`src/rtl/tdm_pkg.sv`:
```
// Shared definitions for the TDM link (transmit mux and receive demux).
// Holds the default frame geometry, the slot-index width derivation, the
// slot index type shared with the transmit side, and the lock state type.
package tdm_pkg;

    localparam int NCH_DEF   = 4;
    localparam int WIDTH_DEF = 1;

    // Width of a slot index for a frame of nch channels.
    function automatic int sel_width(input int nch);
        return (nch > 1) ? $clog2(nch) : 1;
    endfunction

    localparam int SEL_W_DEF = sel_width(NCH_DEF);

    typedef logic [SEL_W_DEF-1:0] slot_idx_t;

    typedef enum logic {
        ST_UNLOCKED = 1'b0,
        ST_LOCKED   = 1'b1
    } lock_state_t;

endpackage

```
`src/rtl/tdm_demux_if.sv`:
```
// Bus bundle between the shared serial line and the demultiplexer.
//   master : line side  - drives din/din_valid/frame_sync, sees the frame
//   slave  : demux side - consumes the line, drives the frame and status
//   din/din_valid/frame_sync : one sample per valid cycle, sync marks slot 0
//   ch_data/frame_valid      : last complete frame and its update strobe
//   slot/locked/sync_err     : alignment status
interface tdm_demux_if
    import tdm_pkg::*;
#(
    parameter int WIDTH = WIDTH_DEF,
    parameter int NCH   = NCH_DEF
);
    localparam int SEL_W = sel_width(NCH);

    logic [WIDTH-1:0]     din;
    logic                 din_valid;
    logic                 frame_sync;
    logic [NCH*WIDTH-1:0] ch_data;
    logic                 frame_valid;
    logic [SEL_W-1:0]     slot;
    logic                 locked;
    logic                 sync_err;

    modport master (
        output din, din_valid, frame_sync,
        input  ch_data, frame_valid, slot, locked, sync_err
    );

    modport slave (
        input  din, din_valid, frame_sync,
        output ch_data, frame_valid, slot, locked, sync_err
    );

endinterface

```
`src/rtl/tdm_slot_ctr.sv`:
```
// Slot counter and alignment tracker for the TDM demux.
//   clk, rst : clock, asynchronous active-high reset
//   valid    : a sample is on the line this cycle
//   sync     : the sample is marked as slot 0
//   slot     : slot the next valid non-sync sample fills (registered)
//   locked   : alignment seen since reset (registered)
//   last     : this cycle's sample completes a frame (combinational)
//   misalign : this cycle's sync arrived mid-frame (combinational)
module tdm_slot_ctr
    import tdm_pkg::*;
#(
    parameter  int NCH   = NCH_DEF,
    localparam int SEL_W = sel_width(NCH)
) (
    input  logic             clk,
    input  logic             rst,
    input  logic             valid,
    input  logic             sync,
    output logic [SEL_W-1:0] slot,
    output logic             locked,
    output logic             last,
    output logic             misalign
);

    localparam logic [SEL_W-1:0] SLOT_TOP = SEL_W'(NCH - 1);

    lock_state_t      state_reg, state_next;
    logic [SEL_W-1:0] slot_reg, slot_next;

    always_ff @(posedge clk or posedge rst) begin
        if (rst) begin
            state_reg <= ST_UNLOCKED;
            slot_reg  <= '0;
        end else begin
            state_reg <= state_next;
            slot_reg  <= slot_next;
        end
    end

    always_comb begin
        state_next = state_reg;
        slot_next  = slot_reg;
        last       = 1'b0;
        misalign   = 1'b0;
        if (valid) begin
            unique case (state_reg)
                ST_UNLOCKED: begin
                    // Unsynced samples are discarded until the first marker.
                    if (sync) begin
                        state_next = ST_LOCKED;
                        slot_next  = SEL_W'(1);
                    end
                end
                ST_LOCKED: begin
                    if (sync) begin
                        // A marker at slot 0 is just a regular frame start.
                        misalign  = (slot_reg != '0);
                        slot_next = SEL_W'(1);
                    end else if (slot_reg == SLOT_TOP) begin
                        last      = 1'b1;
                        slot_next = '0;
                    end else begin
                        slot_next = slot_reg + SEL_W'(1);
                    end
                end
                default: state_next = ST_UNLOCKED;
            endcase
        end
    end

    assign slot   = slot_reg;
    assign locked = (state_reg == ST_LOCKED);

endmodule

```
`src/rtl/tdm_demux.sv`:
```
// Receive end of the select-multiplexed serial link. Steers each valid
// sample into a staging slot and publishes a complete registered frame
// with a one-cycle strobe.
//   clk, rst : clock, asynchronous active-high reset
//   bus      : tdm_demux_if slave modport (line in, frame and status out)
module tdm_demux
    import tdm_pkg::*;
#(
    parameter int WIDTH = WIDTH_DEF,
    parameter int NCH   = NCH_DEF
) (
    input logic        clk,
    input logic        rst,
    tdm_demux_if.slave bus
);

    localparam int SEL_W = sel_width(NCH);

    logic [SEL_W-1:0]     slot;
    logic                 locked;
    logic                 last;
    logic                 misalign;

    // The top channel never needs staging: it comes straight from din.
    logic [WIDTH-1:0]     stage_reg [NCH-1];
    logic [NCH*WIDTH-1:0] ch_data_reg;
    logic                 frame_valid_reg;
    logic                 sync_err_reg;

    tdm_slot_ctr #(.NCH(NCH)) u_slot_ctr (
        .clk      (clk),
        .rst      (rst),
        .valid    (bus.din_valid),
        .sync     (bus.frame_sync),
        .slot     (slot),
        .locked   (locked),
        .last     (last),
        .misalign (misalign)
    );

    generate
        for (genvar gi = 0; gi < NCH - 1; gi++) begin : g_stage
            logic stage_we;
            // A sync sample always lands in slot 0, locked or not.
            assign stage_we = bus.din_valid &&
                              (bus.frame_sync ? (gi == 0)
                                              : (locked && slot == SEL_W'(gi)));

            always_ff @(posedge clk or posedge rst) begin
                if (rst) begin
                    stage_reg[gi] <= '0;
                end else if (stage_we) begin
                    stage_reg[gi] <= bus.din;
                end
            end

            always_ff @(posedge clk or posedge rst) begin
                if (rst) begin
                    ch_data_reg[gi*WIDTH +: WIDTH] <= '0;
                end else if (last) begin
                    ch_data_reg[gi*WIDTH +: WIDTH] <= stage_reg[gi];
                end
            end
        end
    endgenerate

    always_ff @(posedge clk or posedge rst) begin
        if (rst) begin
            ch_data_reg[(NCH-1)*WIDTH +: WIDTH] <= '0;
            frame_valid_reg                     <= 1'b0;
            sync_err_reg                        <= 1'b0;
        end else begin
            if (last) begin
                ch_data_reg[(NCH-1)*WIDTH +: WIDTH] <= bus.din;
            end
            frame_valid_reg <= last;
            sync_err_reg    <= misalign;
        end
    end

    assign bus.ch_data     = ch_data_reg;
    assign bus.frame_valid = frame_valid_reg;
    assign bus.slot        = slot;
    assign bus.locked      = locked;
    assign bus.sync_err    = sync_err_reg;

endmodule

```
`src/flat_wrapper.sv`:
```
// flat-port wrapper written by rule: the top's interface ports become plain ports
module tdm_demux_flat import tdm_pkg::*;
#(
    parameter int WIDTH = WIDTH_DEF,
    parameter int NCH   = NCH_DEF
)
  (clk, rst, bus_din, bus_din_valid, bus_frame_sync, bus_ch_data, bus_frame_valid, bus_slot, bus_locked, bus_sync_err);
  tdm_demux_if #(.WIDTH(WIDTH), .NCH(NCH)) bus_i ();
  input logic clk;
  input logic rst;
  input wire logic [$bits(bus_i.din)-1:0] bus_din;
  input wire logic [$bits(bus_i.din_valid)-1:0] bus_din_valid;
  input wire logic [$bits(bus_i.frame_sync)-1:0] bus_frame_sync;
  output wire logic [$bits(bus_i.ch_data)-1:0] bus_ch_data;
  output wire logic [$bits(bus_i.frame_valid)-1:0] bus_frame_valid;
  output wire logic [$bits(bus_i.slot)-1:0] bus_slot;
  output wire logic [$bits(bus_i.locked)-1:0] bus_locked;
  output wire logic [$bits(bus_i.sync_err)-1:0] bus_sync_err;
  assign bus_i.din = bus_din;
  assign bus_i.din_valid = bus_din_valid;
  assign bus_i.frame_sync = bus_frame_sync;
  assign bus_ch_data = bus_i.ch_data;
  assign bus_frame_valid = bus_i.frame_valid;
  assign bus_slot = bus_i.slot;
  assign bus_locked = bus_i.locked;
  assign bus_sync_err = bus_i.sync_err;
  tdm_demux #(.WIDTH(WIDTH), .NCH(NCH)) u_core (.clk(clk), .rst(rst), .bus(bus_i));
endmodule
```
`config.mk`:
```
export PLATFORM = sky130hd
export DESIGN_NAME = tdm_demux_flat
export DESIGN_NICKNAME = d
export VERILOG_FILES = /design/src/rtl/tdm_pkg.sv /design/src/rtl/tdm_demux_if.sv /design/src/rtl/tdm_slot_ctr.sv /design/src/rtl/tdm_demux.sv /design/src/flat_wrapper.sv
export SDC_FILE = /design/constraint.sdc
export NUM_CORES = 1
export LEC_CHECK = 0
export BUFFER_PORTS_ARGS = -buffer_cell sky130_fd_sc_hd__buf_2
export CORE_MARGIN = 2
export CORE_UTILIZATION = 32
export CTS_BUF_LIST = sky130_fd_sc_hd__clkbuf_4 sky130_fd_sc_hd__clkbuf_8 sky130_fd_sc_hd__clkbuf_16
export DETAILED_ROUTE_END_ITERATION = 7
export PLACE_DENSITY = 0.54
export SYNTH_ARGS = -nofsm -noshare
export SYNTH_HDL_FRONTEND = slang
export SYNTH_SLANG_ARGS = --single-unit
```
`constraint.sdc`:
```
create_clock -name clk -period 1.55 [get_ports clk]
set_clock_uncertainty 0.1 [all_clocks]
set_input_delay 0.31 -clock clk [delete_from_list [all_inputs] [get_ports clk]]
set_output_delay 0.31 -clock clk [all_outputs]
set_load 0.01 [all_outputs]
```
Yosys cells after proc, flatten, opt, wreduce, memory -nomap -nowiden. Index checks and enable logic that the tools add are counted.

Muxes and demuxes: 16. Reductions and logical operators: 9. Bitwise operators: 1. Eq/ne operators: 4. Add/sub/neg operators: 1.

Operators by type and width (number): $mux 1 (12); $logic_and 1x1->1 (6); $mux 2 (3); $eq 2x2->1 const B (2); $pmux 2 s2 (1); $add 2x1->2 const B (1); $eq 2x1->1 const B (1); $logic_not 2->1 (1); $ne 2x2->1 const B (1); $reduce_and 2->1 (1); $reduce_bool 2->1 (1); $not 1->1 (1).

Register bits: 12. Word-level logic and storage cells: 42.

Logic depth before layout (Yosys ltp).
Depth after elaboration: 5. Depth in mapped cells: 4. Depth with buffers taken out: 4.

Cells and area by module. A second synthesis with hierarchy kept.

Cell total of the unflattened synthesis: 39. Area total of the unflattened synthesis: 555.5 um2.

Modules (own cells, without submodules): tdm_demux (area an instance 374.1 um2, times used 1, cells each 22); tdm_slot_ctr (area an instance 181.4 um2, times used 1, cells each 17).

Worst setup path after synthesis. OpenSTA, ideal clock, no wires.

Kind: register to register. Start: reg u_core.u_slot_ctr.slot_reg[0], in the netlist u_core.u_slot_ctr.slot[0]. End: reg u_core.ch_data_reg[0], in the netlist u_core.bus.ch_data[0]. Arrival time: 1.137 ns. Slack: 0.188 ns. Period minus slack after synthesis: 1.362 ns. Stages on the path, launching flop included: 4. Buffers on the path: 0. Required time: 1.325 ns. Setup time: 0.125 ns. Cells stage by stage: dfrtp_1 ha_1 nand4b_4 mux2_2.

Longest elaborated chain between the ends: 5.

Ends and longest elaborated chain: start: declaration (line tdm_slot_ctr.sv:28) `logic [SEL_W-1:0] slot_reg, slot_next;`; start signal: assignment (line tdm_slot_ctr.sv:36) `slot_reg <= slot_next;`; $eq 2x2->1 (line tdm_slot_ctr.sv:59) `end else if (slot_reg == SLOT_TOP) begin`; $mux 1 (line tdm_slot_ctr.sv:59); $mux 1 (line tdm_slot_ctr.sv:55) `if (sync) begin`; $mux 1 (line tdm_slot_ctr.sv:46) `unique case (state_reg)`; $mux 1 (line tdm_slot_ctr.sv:45) `if (valid) begin`; end signal: indexed assignment (line tdm_demux.sv:61) `ch_data_reg[gi*WIDTH +: WIDTH] <= stage_reg[gi];`; end: declaration (line tdm_demux.sv:26) `logic [NCH*WIDTH-1:0] ch_data_reg;`.

Every way passes these cells. A chain may end at the register's enable or synchronous reset.

Worst setup path in the final report.
Start: reg u_core.u_slot_ctr.state_reg, in the netlist u_core.u_slot_ctr.locked. End: out bus_locked.

RTL lines: start: declaration (line tdm_slot_ctr.sv:27) `lock_state_t state_reg, state_next;`; start signal: assignment (line tdm_slot_ctr.sv:35) `state_reg <= state_next;`; end: declaration (line flat_wrapper.sv:17) `output wire logic [$bits(bus_i.locked)-1:0] bus_locked;`.

No word-level cell between the ends.

==> impl_metrics.yaml <==
critical_path:
  worst_path_largest_cell_delay_ps: 570
  path_cells: "buf_2"
  crit_required_ps: 1140
  crit_fanout: 11
  r2r-end: "u_core.bus.ch_data[3]"
  end_kind: "output pin"
  critical_path_class: "flip-flop to output pin"
  startpoint_type: "flip-flop"
  r2r_slack_ps: 170
  cp.arrival_ps: 1050
  cp_top_family: "flip-flops"
  crit_slowest_cell: "dfrtp_1"
  r2r_start: "u_core.u_slot_ctr.slot[0]"
  crit_buf_inv: 1
  reg2regPathDepth: 3
pwr:
  p_sw_w: 0.000277
  swShare_pct: 30.5
  power_frac_comb_pct: 29.1
  seq_power_share_pct: 49.9
  clock_power_share_pct: 21.0
  static-leakage-power_nw: 0.344
  p_int_w: 0.000632
  ir_worst_vdd_uv: 487
  powerDensity_nw_per_um2: 1310
run_status:
  status: "finished clean"
die:
  die_area_sq_um: 2190
  rows: 15
  fp.dieH_um: 46.8
  die_w_um: 46.8
  start_util_pct: 33.9
  top_level_ports: 14
  design.core.area_sq_um: 1730
clock_network:
  path_clk_slew_ps: 70
  root_buffer: "clkbuf_4"
  clockBufferDepth: 2
  htreeDepth: 1
  cts_num_sinks: 12
  cts_resized: 0
  clk_latency_ps: 270
  cts_tree: "built"
  postCtsSetupBuffers: 0
  numCtsBuffers: 3
  cts-hold-fix-buffers: 1
grt:
  grt_max_degree: 13
  antenna_found_initial: 0
  grt_pass1_wl_um: 1810
  grt_use_total_pct: 12.5
  grt_pass1_vias: 377
  grt_remaining_overflow: 0
cells_and_area:
  largest_reg_flops: 4
  nets: 70
  drive_gt1_share_pct: 35.6
  diodes: 0
  postLayoutCellArea_sq_um: 696
  area_growth_syn_to_layout_pct: 18.8
  fin_cells: 84
  final_util_pct: 40.3
run:
  cap_violations: 0
sta:
  setup_violations: 0
  hold_ws_ps: 212
  grt_setup_unrepaired: "false"
  finalCritPeriodShare_pct: 94.1
  max_freq_mhz: 686
  final.setup.tns_ps: 0
  maxSlewHeadroom_pct: 67.9
  drv_slew: 0
  worst_pin_slew_ps: 480
  hold_viol: 0
  timing.final.crit_period_ps: 1460
synth:
  syn_inst: 44
  yosysTopAreaCellShare_pct: 51.3
  ys_types: 20
  ys.flop_type: "dfrtp_1"
  postSynthNetCount: 53
  synth_edf_count: 0
  synth.most_common_cell: "dfrtp_1"
  ys_ff_latch: 12
  syn_area_sq_um: 586
  avgSynthCellArea_sq_um: 13.3
  synth-async-reset-ratio_pct: 100
  yosys_warnings: 0
  synth_area_leaders: "dfrtp_1, ha_1, mux2_2, nand4b_1, nand4b_4"
  seq_area_frac_synth_pct: 51.3
  synth_top_area_cell: "dfrtp_1"
  netlist_top_cells_count: "dfrtp_1, ha_1, inv_1, mux2_2, nand4b_1"
place:
  placed_area_sq_um: 663
  port_buffers: 13
  gp_congestion: 0.649
  dpl.cell_count: 80
worst_hold_path:
  hold_path.class: "primary input to flip-flop"
  whs_path_depth: 2
  hold_end: "u_core.stage_reg[1]"
  holdCritStartpoint: "bus_din"
route:
  finalWirelength_um: 1080
  avgViaCountPerCell: 4.64
  dr.pass1.iters: 3
  wl_per_cell_um: 12.8
  drtIter0Drc: 10
  vias: 390
  ant_nets: 0
  drc: 0
==> worst reg2reg max path, stage by stage (launching register included) <==
cell	delay [ps]
dfrtp_1	430
ha_1	260
nand4b_4	130
mux2_2	340
==> worst max path at each step <==
stage                         startpoint                     to  cells after the start
6_report        u_core.u_slot_ctr.locked             bus_locked                      1
5_1_grt         u_core.u_slot_ctr.locked             bus_locked                      1
4_1_cts         u_core.u_slot_ctr.locked             bus_locked                      1
3_5_place_dp   u_core.u_slot_ctr.slot[0]  u_core.bus.ch_data[2]                      3
3_3_place_gp   u_core.u_slot_ctr.slot[0]  u_core.bus.ch_data[1]                      3
2_1_floorplan  u_core.u_slot_ctr.slot[0]  u_core.bus.ch_data[0]                      3
==> power groups by stage <==
stage / Combinational [W] / Clock, W / Sequential (W)
2_1_floorplan: 0.000135 / 0 / 0.000489
3_3_place_gp: 0.000262 / 0 / 0.000463
3_5_place_dp: 0.000268 / 0 / 0.000462
4_1_cts: 0.000271 / 0.000198 / 0.000455
5_1_grt: 0.000302 / 0.000204 / 0.000466
6_report: 0.000265 / 0.000191 / 0.000453
==> per-stage QoR <==
stage | worst slack [ps] | total power, W
2_1_floorplan | 188 | 0.000625
3_3_place_gp | 197 | 0.000725
3_5_place_dp | 176 | 0.000729
4_1_cts | 62.7 | 0.000924
5_1_grt | 21.0 | 0.000972
6_report | 91.5 | 0.000909
==> layout by cell type, fill, tap and decap left out <==
master	synthesis	layout
o2bb2ai_1	1	1
a221o_1	1	1
nor4bb_1	1	1
mux2_2	4	4
dlygate4sd3_1	0	1
nand2_1	2	2
a21o_1	1	1
mux2_1	2	2
buf_2	0	13
a21boi_0	1	1
a21oi_1	1	1
ha_1	4	4
nand3_1	1	1
nand4b_1	3	3
dfrtp_1	12	12
nand2b_1	1	1
nor3b_1	1	1
inv_1	4	4
o311ai_0	1	1
nand4b_4	1	1
clkbuf_4	0	3
==> layout make-up <==
type                       instances  area (sq um)
clock buffer                       3          22.5
fill                             171          1030
inverter                           4          15.0
multi-input combinational         26           251
sequential                        12           300
tap                               25          31.3
timing repair buffer              14          75.1
==> cells by family (layout without fill, tap and decap cells) <==
logic type / count (synthesis) / in the layout / share of synthesized area (%)
flip-flops: 12 / 12 / 51.3
AND/OR/NAND/NOR: 10 / 10 / 14.7
AO/OA/AOI/OAI: 6 / 6 / 8.12
multiplexers: 6 / 6 / 11.5
buffers and inverters: 6 / 21 / 5.77
adder cells (fa/ha/maj): 4 / 4 / 8.55
==> routing by layer <==
metal,vias to the layer above,wire [um],GRT usage [%]
met5,-,0,0
met4,0,44,11.7
met3,5,44,2.31
met2,12,477,16.4
met1,180,509,17.1
li1,193,-,-
No activity file was read; power rests on OpenSTA's default activity.
